File: config.mk
export PLATFORM = sky130hd
export DESIGN_NAME = alu_arbiter_flat
export DESIGN_NICKNAME = d
export VERILOG_FILES = /design/src/rtl/alu_arbiter_if.sv /design/src/rtl/alu_arbiter.sv /design/src/flat_wrapper.sv
export SDC_FILE = /design/constraint.sdc
export NUM_CORES = 1
export LEC_CHECK = 0
export ABC_AREA = 0
export BUFFER_PORTS_ARGS = -buffer_cell sky130_fd_sc_hd__buf_2
export CAP_MARGIN = 5
export CORE_MARGIN = 2
export CORE_UTILIZATION = 45
export CTS_BUF_LIST = sky130_fd_sc_hd__clkbuf_8
export DETAILED_ROUTE_END_ITERATION = 7
export HOLD_SLACK_MARGIN = 0.03
export MAX_ROUTING_LAYER = met4
export PLACE_DENSITY_LB_ADDON = 0.12
export SYNTH_ARGS = -nofsm -noshare
export SYNTH_HDL_FRONTEND = slang
export SYNTH_SLANG_ARGS = --single-unit
File: constraint.sdc
create_clock -name clk -period 3.33 [get_ports clk]
set_input_delay 0.8325 -clock clk [delete_from_list [all_inputs] [get_ports clk]]
set_output_delay 0.8325 -clock clk [all_outputs]
set_load 0.01 [all_outputs]
File: src/rtl/alu_arbiter_if.sv
// rtl/alu_arbiter_if.sv - requester, result and external-ALU signal bundle for alu_arbiter
//
// Purpose: carries both requesters' request/operand signals, the completion
// and result outputs, and the registered drive to/combinational return from
// the shared external ALU.
// Modports:
//   slave  - the arbiter: samples req/op/a/b and alu_f, drives done/res/busy/alu_*
//   master - the environment: drives req/op/a/b and alu_f, observes the rest
interface alu_arbiter_if #(
    parameter int WIDTH = 4
);
    logic             req0;
    logic             req1;
    logic [2:0]       op0;
    logic [2:0]       op1;
    logic [WIDTH-1:0] a0;
    logic [WIDTH-1:0] b0;
    logic [WIDTH-1:0] a1;
    logic [WIDTH-1:0] b1;
    logic             done0;
    logic             done1;
    logic [WIDTH-1:0] res;
    logic             res_zero;
    logic             busy;
    logic [2:0]       alu_s;
    logic [WIDTH-1:0] alu_a;
    logic [WIDTH-1:0] alu_b;
    logic [WIDTH-1:0] alu_f;

    modport slave (
        input  req0, req1, op0, op1, a0, b0, a1, b1, alu_f,
        output done0, done1, res, res_zero, busy, alu_s, alu_a, alu_b
    );

    modport master (
        output req0, req1, op0, op1, a0, b0, a1, b1, alu_f,
        input  done0, done1, res, res_zero, busy, alu_s, alu_a, alu_b
    );
endinterface

File: src/rtl/alu_arbiter.sv
// rtl/alu_arbiter.sv - round-robin arbiter sharing one external ALU between two requesters
//
// Purpose: grants one of two requesters in IDLE, drives its operation to the
// external ALU for one EXEC cycle, captures the ALU result and pulses that
// requester's done for one cycle (DONE), then returns to IDLE.
// Ports:
//   clk   - single clock, rising edge
//   rst_n - asynchronous active-low reset
//   bus   - alu_arbiter_if.slave: req0/1, op0/1, a0/b0, a1/b1, alu_f in;
//           done0/1, res, res_zero, busy, alu_s, alu_a, alu_b out (all registered)
module alu_arbiter #(
    parameter int WIDTH = 4
) (
    input  logic         clk,
    input  logic         rst_n,
    alu_arbiter_if.slave bus
);
    typedef enum logic [1:0] {
        IDLE = 2'd0,
        EXEC = 2'd1,
        DONE = 2'd2
    } state_t;

    state_t           state_q, state_d;
    logic             last_q, last_d;     // requester served most recently
    logic             grant_q, grant_d;   // requester owning the current transaction
    logic [2:0]       alu_s_q, alu_s_d;
    logic [WIDTH-1:0] alu_a_q, alu_a_d;
    logic [WIDTH-1:0] alu_b_q, alu_b_d;
    logic [WIDTH-1:0] res_q, res_d;
    logic             res_zero_q, res_zero_d;
    logic             done0_q, done0_d;
    logic             done1_q, done1_d;
    logic             busy_q, busy_d;
    logic             pick1;

    // Requester 1 wins when it is alone, or when both ask and 0 was served last.
    assign pick1 = bus.req1 && (!bus.req0 || (last_q == 1'b0));

    always_comb begin
        state_d    = state_q;
        last_d     = last_q;
        grant_d    = grant_q;
        alu_s_d    = alu_s_q;
        alu_a_d    = alu_a_q;
        alu_b_d    = alu_b_q;
        res_d      = res_q;
        res_zero_d = res_zero_q;
        done0_d    = done0_q;
        done1_d    = done1_q;
        busy_d     = busy_q;

        case (state_q)
            IDLE: begin
                if (bus.req0 || bus.req1) begin
                    grant_d = pick1;
                    alu_s_d = pick1 ? bus.op1 : bus.op0;
                    alu_a_d = pick1 ? bus.a1  : bus.a0;
                    alu_b_d = pick1 ? bus.b1  : bus.b0;
                    state_d = EXEC;
                    busy_d  = 1'b1;
                end
            end
            EXEC: begin
                // alu_* are held; the ALU output has had a full cycle to settle.
                res_d      = bus.alu_f;
                res_zero_d = (bus.alu_f == '0);
                done0_d    = !grant_q;
                done1_d    = grant_q;
                last_d     = grant_q;
                state_d    = DONE;
            end
            DONE: begin
                done0_d = 1'b0;
                done1_d = 1'b0;
                busy_d  = 1'b0;
                state_d = IDLE;
            end
            default: begin
                done0_d = 1'b0;
                done1_d = 1'b0;
                busy_d  = 1'b0;
                state_d = IDLE;
            end
        endcase
    end

    always_ff @(posedge clk or negedge rst_n) begin
        if (!rst_n) begin
            state_q    <= IDLE;
            last_q     <= 1'b1;
            grant_q    <= 1'b0;
            alu_s_q    <= 3'd0;
            alu_a_q    <= '0;
            alu_b_q    <= '0;
            res_q      <= '0;
            res_zero_q <= 1'b1;
            done0_q    <= 1'b0;
            done1_q    <= 1'b0;
            busy_q     <= 1'b0;
        end else begin
            state_q    <= state_d;
            last_q     <= last_d;
            grant_q    <= grant_d;
            alu_s_q    <= alu_s_d;
            alu_a_q    <= alu_a_d;
            alu_b_q    <= alu_b_d;
            res_q      <= res_d;
            res_zero_q <= res_zero_d;
            done0_q    <= done0_d;
            done1_q    <= done1_d;
            busy_q     <= busy_d;
        end
    end

    assign bus.alu_s    = alu_s_q;
    assign bus.alu_a    = alu_a_q;
    assign bus.alu_b    = alu_b_q;
    assign bus.res      = res_q;
    assign bus.res_zero = res_zero_q;
    assign bus.done0    = done0_q;
    assign bus.done1    = done1_q;
    assign bus.busy     = busy_q;
endmodule

File: src/flat_wrapper.sv
// flat-port wrapper written by rule: the top's interface ports become plain ports
module alu_arbiter_flat 
#(
    parameter int WIDTH = 4
)
  (clk, rst_n, bus_req0, bus_req1, bus_op0, bus_op1, bus_a0, bus_b0, bus_a1, bus_b1, bus_alu_f, bus_done0, bus_done1, bus_res, bus_res_zero, bus_busy, bus_alu_s, bus_alu_a, bus_alu_b);
  alu_arbiter_if #(.WIDTH(WIDTH)) bus_i ();
  input  logic clk;
  input  logic rst_n;
  input wire logic [$bits(bus_i.req0)-1:0] bus_req0;
  input wire logic [$bits(bus_i.req1)-1:0] bus_req1;
  input wire logic [$bits(bus_i.op0)-1:0] bus_op0;
  input wire logic [$bits(bus_i.op1)-1:0] bus_op1;
  input wire logic [$bits(bus_i.a0)-1:0] bus_a0;
  input wire logic [$bits(bus_i.b0)-1:0] bus_b0;
  input wire logic [$bits(bus_i.a1)-1:0] bus_a1;
  input wire logic [$bits(bus_i.b1)-1:0] bus_b1;
  input wire logic [$bits(bus_i.alu_f)-1:0] bus_alu_f;
  output wire logic [$bits(bus_i.done0)-1:0] bus_done0;
  output wire logic [$bits(bus_i.done1)-1:0] bus_done1;
  output wire logic [$bits(bus_i.res)-1:0] bus_res;
  output wire logic [$bits(bus_i.res_zero)-1:0] bus_res_zero;
  output wire logic [$bits(bus_i.busy)-1:0] bus_busy;
  output wire logic [$bits(bus_i.alu_s)-1:0] bus_alu_s;
  output wire logic [$bits(bus_i.alu_a)-1:0] bus_alu_a;
  output wire logic [$bits(bus_i.alu_b)-1:0] bus_alu_b;
  assign bus_i.req0 = bus_req0;
  assign bus_i.req1 = bus_req1;
  assign bus_i.op0 = bus_op0;
  assign bus_i.op1 = bus_op1;
  assign bus_i.a0 = bus_a0;
  assign bus_i.b0 = bus_b0;
  assign bus_i.a1 = bus_a1;
  assign bus_i.b1 = bus_b1;
  assign bus_i.alu_f = bus_alu_f;
  assign bus_done0 = bus_i.done0;
  assign bus_done1 = bus_i.done1;
  assign bus_res = bus_i.res;
  assign bus_res_zero = bus_i.res_zero;
  assign bus_busy = bus_i.busy;
  assign bus_alu_s = bus_i.alu_s;
  assign bus_alu_a = bus_i.alu_a;
  assign bus_alu_b = bus_i.alu_b;
  alu_arbiter #(.WIDTH(WIDTH)) u_core (.clk(clk), .rst_n(rst_n), .bus(bus_i));
endmodule
==> Word-level counts from Yosys, hierarchy flattened <==
Cells that the tools add are included.
{ "totals": {"reg_bits": 23, "output_inout_bits": 19, "elab_cells": 33, "in_bits": 30} }
{ "classes": {"bitwise": 2, "n_mux": 9, "eq_ne": 2, "reduce_logical": 9} }
{ "ops": {"columns": ["op", "count"], "rows": [
  ["$mux 4", 2],
  ["$pmux 1 s2", 3],
  ["$logic_not 4->1", 1],
  ["$pmux 2 s2", 1],
  ["$reduce_and 2->1", 2],
  ["$mux 3", 1],
  ["$eq 2x1->1 const B", 1],
  ["$logic_not 1->1", 2],
  ["$logic_not 2->1", 1],
  ["$logic_or 1x1->1", 2],
  ["$mux 2", 1],
  ["$ne 2x1->1 const B", 1],
  ["$not 1->1", 2],
  ["$logic_and 1x1->1", 1],
  ["$mux 1", 1]
]} }

==> Depth between registers and ports, before layout <==
Gate-level depths: netlist of run 1.
{ "logic_depth": {"ltp_word": 4, "ltp_mapped": 4, "depth_no_buf": 3} }

==> Worst setup path after synthesis of run 1 <==
Ideal clock, no wire load.
{ "synth_path": {"path_kind": "input -> register", "start": "in bus_req1", "end": "reg u_core.alu_s_q[0], in the netlist u_core.bus.alu_s[0]", "t_required_ns": 3.205, "arrival_ns": 1.727, "setup_time_ns": 0.125, "cell_stages": 4, "n_path_buf": 1, "slack_ns": 1.478, "cell_sequence": "a21bo_4 buf_6 mux2_4 mux2_4"} }
{ "synth_between": {"elab_chain_cells": 2, "elab_cells_between_ends": 4, "classes_between": "mux: 1; reduce/logical: 3"} }
{ "synth_lines": {"columns": ["item", "line", "text"], "rows": [
  ["from (decl)", "flat_wrapper.sv:11", "input wire logic [$bits(bus_i.req1)-1:0] bus_req1;"],
  ["$logic_and 1x1->1 / $logic_or 1x1->1 (equally long branches)", "alu_arbiter.sv:38, alu_arbiter.sv:55", null],
  ["$mux 3 / $reduce_and 2->1 (equally long branches)", null, null],
  ["to (signal assigned)", "alu_arbiter.sv:105", "alu_s_q <= alu_s_d;"],
  ["to (decl)", "alu_arbiter.sv:27", "logic [2:0] alu_s_q, alu_s_d;"]
]} }
Several ways; a longest one is shown, not always the timed one.
A chain may end at the register's enable or synchronous reset.

==> Worst setup path after layout of run 1 <==
{ "layout_path": {"start": "in bus_req0", "end": "reg u_core.alu_b_q[3], in the netlist u_core.bus.alu_b[3]"} }
{ "layout_between": {"elab_chain_cells": 4, "elab_cells_between_ends": 6, "classes_between": "mux: 1; reduce/logical: 5"} }
{ "layout_lines": {"columns": ["item", "line", "text"], "rows": [
  ["from (decl)", "flat_wrapper.sv:10", "input wire logic [$bits(bus_i.req0)-1:0] bus_req0;"],
  ["$logic_not 1->1", "alu_arbiter.sv:38", "assign pick1 = bus.req1 && (!bus.req0 || (last_q == 1'b0));"],
  ["$logic_or 1x1->1", "alu_arbiter.sv:38", null],
  ["$logic_and 1x1->1", "alu_arbiter.sv:38", null],
  ["$mux 4", "alu_arbiter.sv:59", "alu_b_d = pick1 ? bus.b1 : bus.b0;"],
  ["to (signal assigned)", "alu_arbiter.sv:107", "alu_b_q <= alu_b_d;"],
  ["to (decl)", "alu_arbiter.sv:29", "logic [WIDTH-1:0] alu_b_q, alu_b_d;"]
]} }
Several ways; a longest one is shown, not always the timed one.

==> results of run 1 <==
[metal layers]
metal | vias up | track usage, % | wire (um)
met5 | - | - | 0
met4 | 0 | 8.97 | 44
met3 | 5 | 3.39 | 111
met2 | 26 | 25.4 | 958
met1 | 341 | 19.9 | 818
li1 | 340 | - | -
[registers in the layout, summed over array words and instances, names as in the netlist]
register,count
u_core.bus.alu_s,3
u_core.bus.res_zero,1
u_core.bus.res,4
u_core.bus.alu_b,4
u_core.bus.busy,1
u_core.bus.alu_a,4
u_core.last_q,1
u_core.grant_q,1
u_core.bus.done1,1
u_core.bus.done0,1
u_core.state_q,2
[where the power goes]
group,leakage [nW],total [mW],switching [mW],internal (mW)
logic,0.431,0.519,0.220,0.299
registers,0.269,0.508,0.0865,0.421
clock network,0.0255,0.176,0.0919,0.0838
total,0.725,1.20,0.399,0.804
[worst max-delay path: stages]
cell	delay, ns
buf_2	0.09
nor2_1	0.06
nor3_4	0.62
mux2_2	0.41
[stage by stage]
step | hold slack, ns | instances
detailed placement | 0.468 | 143
global route | 0.502 | 147
finish | 0.481 | 147
global placement | 0.466 | 143
CTS | 0.480 | 147
floorplan | 0.467 | 70
[kinds of logic after synthesis]
family	after synthesis	synth area share, %
AOI/OAI and AO/OA	4	3.11
muxes	29	35.9
DFF	23	53.2
buffers and inverters	6	3.23
and+or+nand+nor	8	4.49
[how the worst max path moves through the flow]
stage | cells after the start | slack, ns | to
after CTS | 4 | 1.47 | u_core.bus.alu_b[3]$_DFFE_PN0P_
after global routing | 4 | 1.37 | u_core.bus.alu_b[3]$_DFFE_PN0P_
final | 4 | 1.47 | u_core.bus.alu_b[3]$_DFFE_PN0P_
after global placement | 4 | 1.19 | u_core.bus.alu_a[3]$_DFFE_PN0P_
after floorplan | 4 | 1.48 | u_core.bus.alu_s[0]$_DFFE_PN0P_
after detailed placement | 4 | 1.17 | u_core.bus.alu_b[3]$_DFFE_PN0P_
[layout make-up]
type | count | area (sq um) | area share, %
sequential | 23 | 578 | 41.8
timing repair buffer | 48 | 240 | 17.4
clock buffer | 3 | 41.3 | 2.98
clock inverter | 1 | 5.00 | 0.362
inverter | 3 | 11.3 | 0.814
tap | 28 | 35.0 | 2.53
multi-input combinational | 41 | 473 | 34.2
[cells in the mapped netlist]
library cell / instances
a21bo_4: 1
dfstp_2: 2
nor3_4: 1
nand2_1: 2
inv_1: 3
nand2b_1: 1
mux2_1: 3
nor2_1: 3
buf_6: 1
mux2_2: 5
buf_4: 1
dfrtp_1: 21
or4_1: 1
a21o_1: 1
mux2_4: 18
buf_2: 1
o21ai_0: 2
mux2i_1: 3
==> results.md, run 1 <==
* Max Cap Viol at 0
* YS warnings at 0
* Clk buf depth at 2
* Detailed Place HPWL at 1470 um
* R2R depth at 2
* RSZ-0062 raised after global routing: false
* Synth unique cells at 18
* Post-CTS Setup Repair Bufs at 0
* Crit path time final at 1.86 ns
* Post-layout util at 61.4%
* Critical Path RT at 3.49 ns
* Fin worst setup slack at 1.47 ns
* Total core area at 0.00225 sq mm
* Final Hold Fails at 0
* Hold depth at 2
* Top cells by area, synth: dfrtp_1 (48%), mux2_4 (25%), mux2_2 (5.2%)
* Clock Tree Root: clkbuf_8
* Fmax at 539 MHz
* Hold EP: u_core.bus.res_zero$_DFFE_PN1N_
* Critical Path AT at 2.01 ns
* Cells after Synth at 70
* Period utilization at 55.7%
* Post-route total power at 1.20 mW
* Setup TNS Final at 0 ns
* First-pass GRT wire length at 3060 um
* Die ar. at about 0.0028 sq mm
* Most frequent cells in the layout: buf_2 (48), dfrtp_1 (21), mux2_4 (18), mux2_2 (5)
* Worst slew margin at 46.4%
* Syn Nets at 100
* Initial core utilization at 48.2%
* Routed wire length at 1930 um
* Iter 0 DRT Violations at 1
* # port buffers at 48
* CTS resizes at 0
* Type of the worst setup path: in2reg
* Gpl congestion at 0.720
* H-tree depth at 1
* Worst Setup SP: bus_req0
* Worst hold path type: reg2reg
* Slew @ Worst Pin at 0.802 ns
* R2r endpoint: u_core.bus.alu_b[3]$_DFFE_PN0P_
* Vias post-DR at roughly 710
* Drt drc at 0
* Register bit total from synthesis at 23
* Filler Cell Count at 210
* CTS tree: yes
* Hold Path Origin: u_core.bus.res_zero$_DFFE_PN1N_
* PwrDens at 869 mW/mm^2
* Worst skew pair latency at 0.27 ns
* ANT cells at 0
* Sequential fraction of the synthesis area at a little over half
* DR pass1 iterations at 2
* Leading area contributor after synthesis: dfrtp_1
* Worst vdd ir at between 400 and 500 uV
* Cell Area, Synth at 0.00109 sq mm
* DP Area at 0.00134 sq mm
* Crit path launch type: input pin
* DRT antenna net count at 0
* RR Startpoint: u_core.state_q[0]$_DFFE_PN0P_
* Final Max Tran Viols at 0
* Syn_area_per_cell at 15.5 sq um
* Vias in the first global route at 672
* Post-layout nets at 150
* Endpoints failing setup at 0
* Commonest non-fill, non-tap cell in the layout: buf_2
* Post-route cell area at 0.00138 sq mm
* Clock skew at 0.00515 ns
* DR vias/cell at 4.84
* Die height at 53.1 um
* Outcome: complete, no violations
* Worst Path Max Fanout at 14
* Global Route Usage Sum at between 15 and 20%
* Num rows at 17
* Largest net degree at the start of global routing at 24
* Horiz. Die Dim at 53.1 um
* Area growth from synthesis to layout at 27.4%
* CTS Buf Count at 3
* Pleak at 0.725 nW
* Aggregate global routing overflow at 0
* Top cell type's share of synthesized area at 48.4%
* Layout cells sized above 1 at 66.4%
* Endpoint class of the critical path: register
* Hold_buf cts at 0
* Avg WL per Cell at 13.1 um
* Clock transition at path regs at 0.08 ns
* Reg-to-reg setup timing slack at 1.64 ns
* I/O pin count at 49
* Post-place setup slack at roughly 1.2 ns
* CTS Sinks at 23
* Initial antenna violation count at 0
Note: power is estimated with default switching activity, not from simulation.
==> inputs of run 2 (changes only) <==
==> constraint.sdc (replaced) <==
create_clock -name clk -period 1.75 [get_ports clk]
set_input_delay 0.4375 -clock clk [delete_from_list [all_inputs] [get_ports clk]]
set_output_delay 0.4375 -clock clk [all_outputs]
set_load 0.01 [all_outputs]
==> results.md, run 2 (synthesis results as in run 1) <==
* Total core area at 0.00225 sq mm (unchanged)
* Drt drc at 0 (unchanged)
* Post-layout nets at 151 (+0.67%)
* Fmax at 661 MHz
* Grt met1 use at 20.2% (+0.36 points)
* Gpl congestion at 0.692 (-4.0%)
* Initial core utilization at 48.2% (unchanged)
* Levels on crit path at 3 (-1)
* Outcome: complete, no violations
* Crit path time final at 1.51 ns
* Final Hold Fails at 0 (unchanged)
* Area growth from synthesis to layout at 29.3%
* Type of the worst setup path: reg2reg
* Endpoints failing setup at 0 (unchanged)
* DR vias/cell at 4.82 (-0.54%)
* DR pass1 iterations at 2 (unchanged)
* CP max stage delay at 0.54 ns (-0.08 ns)
* Num rows at 17 (unchanged)
* Iter 0 DRT Violations at 3 (+2)
* Hold_buf cts at 0 (unchanged)
* Vias post-DR at 713 (+0.14%)
* Die ar. at 0.00282 sq mm (unchanged)
* GR peak layer: met2
* Vias in the first global route at 630 (-6.3%)
* Clk buf depth at 2 (unchanged)
* Post-place setup slack at 0.164 ns (-1.01 ns)
* Critical Path RT at 1.90 ns (-1.59 ns)
* Worst skew pair latency at 0.27 ns (about the same)
* Dpl cells at 144 (+0.70%)
* Filler Cell Count at 209 (-0.48%)
* Storage cell area at 578 sq um (unchanged)
* Worst hold path type: in2async
* ANT cells at 0 (unchanged)
* Clock transition at path regs at 0.09 ns (about the same)
* Commonest non-fill, non-tap cell in the layout: buf_2
* Max Cap Viol at 0 (unchanged)
* RSZ-0062 raised after global routing: false
* # port buffers at 48 (unchanged)
* Slowest stage cell, crit path: dfstp_2
* Clock skew at 0.00983 ns (+0.00469 ns)
* Clock Tree Root: clkbuf_8
* First-pass GRT wire length at 2930 um (-4.5%)
* Worst vdd ir at 954 uV (+130%)
* Endpoint class of the critical path: register
* CTS Sinks at 23 (unchanged)
* Slew @ Worst Pin at 0.494 ns (-0.308 ns)
* I/O pin count at 49 (unchanged)
* DP Area at 0.00136 sq mm (+1.5%)
* Final std cells w/o fill at 148 (+0.68%)
* Avg WL per Cell at 12.4 um (-5.4%)
* CTS resizes at 0 (unchanged)
* Routing usage on met2 at 22.3% (-3.1 points)
* Setup TNS Final at 0 ns (unchanged)
* Aggregate global routing overflow at 0 (unchanged)
* DRT antenna net count at 0 (unchanged)
* Worst slew margin at 67.1% (+21 points)
* R2R depth at 3 (+1)
* PwrDens at 1650 mW/mm^2 (+90%)
* Initial antenna violation count at 0 (unchanged)
* Routed wire length at 1840 um (-4.8%)
* Critical Path AT at 1.66 ns (-0.35 ns)
* CTS tree: yes
* Top delay family on crit path: multiplexers
* H-tree depth at 1 (unchanged)
* Final Max Tran Viols at 0 (unchanged)
* Die height at 53.1 um (unchanged)
* Met3 Track Usage GR at 5.08% (+1.7 points)
* Global Route Usage Sum at 15.0% (-1.3 points)
* Largest net degree at the start of global routing at 24 (unchanged)
* Worst Path Max Fanout at 12 (-2)
* Horiz. Die Dim at 53.1 um (unchanged)
* Layout cells sized above 1 at 66.7% (+0.28 points)
* Worst path cell trace: a21bo_4 -> mux2_1 -> mux2_2
* Post-CTS Setup Repair Bufs at 0 (unchanged)
* Crit path launch type: register
* CTS Buf Count at 3 (unchanged)
* Buf/Inv on CP at 0 (-1)
* Post-route cell area at 0.00140 sq mm (+1.4%)
* Most frequent cells in the layout: buf_2 (48), dfrtp_1 (21), mux2_4 (18), mux2_2 (5)
* Fin worst setup slack at 0.238 ns (-1.24 ns)
* Pleak at 0.734 nW (+1.2%)
* Area of the multi-input gates at 473 sq um (unchanged)
* Post-layout util at 62.3% (+0.89 points)
* Period utilization at 86.4%
-- run 2: final timing paths --
| path | startpoint | to | slack [ns] |
|---|---|---|---|
| setup / recovery | u_core.last_q$_DFFE_PN1N_ | u_core.bus.alu_b[3]$_DFFE_PN0P_ | 0.24 |
| hold / removal | rst_n | u_core.bus.res[0]$_DFFE_PN0N_ | 0.12 |
| setup reg to reg | u_core.last_q$_DFFE_PN1N_ | u_core.bus.alu_b[3]$_DFFE_PN0P_ | 0.24 |
| hold reg to reg | u_core.bus.res_zero$_DFFE_PN1N_ | u_core.bus.res_zero$_DFFE_PN1N_ | 0.48 |
| max in group asynchronous | rst_n | u_core.last_q$_DFFE_PN1N_ | 1.26 |
| min in group clk | bus_alu_f[2] | u_core.bus.res[2]$_DFFE_PN0N_ | 0.39 |
-- run 2: area by class of cell --
| type | count | share of cell area [%] |
|---|---|---|
| sequential | 23 | 41.2 |
| multi-input combinational | 41 | 33.7 |
| timing repair buffer | 49 | 18.5 |
| clock buffer | 3 | 2.94 |
| tap | 28 | 2.50 |
| inverter | 3 | 0.802 |
| clock inverter | 1 | 0.357 |
-- run 2: metrics by stage --
stage / hold WS, ns / power [mW]
global route: 0.163 / 2.47
finish: 0.121 / 2.32
detailed placement: 0.434 / 2.03
global placement: 0.428 / 1.99
CTS: 0.142 / 2.35
floorplan: 0.142 / 1.66
-- run 2: where the power goes --
group | leakage (nW) | internal [mW] | switching (mW) | total [mW]
sequential | 0.269 | 0.802 | 0.155 | 0.957
clock | 0.0255 | 0.159 | 0.168 | 0.327
combinational | 0.440 | 0.606 | 0.429 | 1.04
-- run 2: worst register-to-register path, cell delays in order, from the launching register on --
cell	delay, ns
dfstp_2	0.54
a21bo_4	0.26
mux2_1	0.34
mux2_2	0.26
-- run 2: per-layer routing --
layer | wire length [um] | vias to the layer above
li1 | - | 344
met1 | 811 | 344
met2 | 907 | 25
met3 | 120 | 0
met4 | 0 | 0
met5 | 0 | -
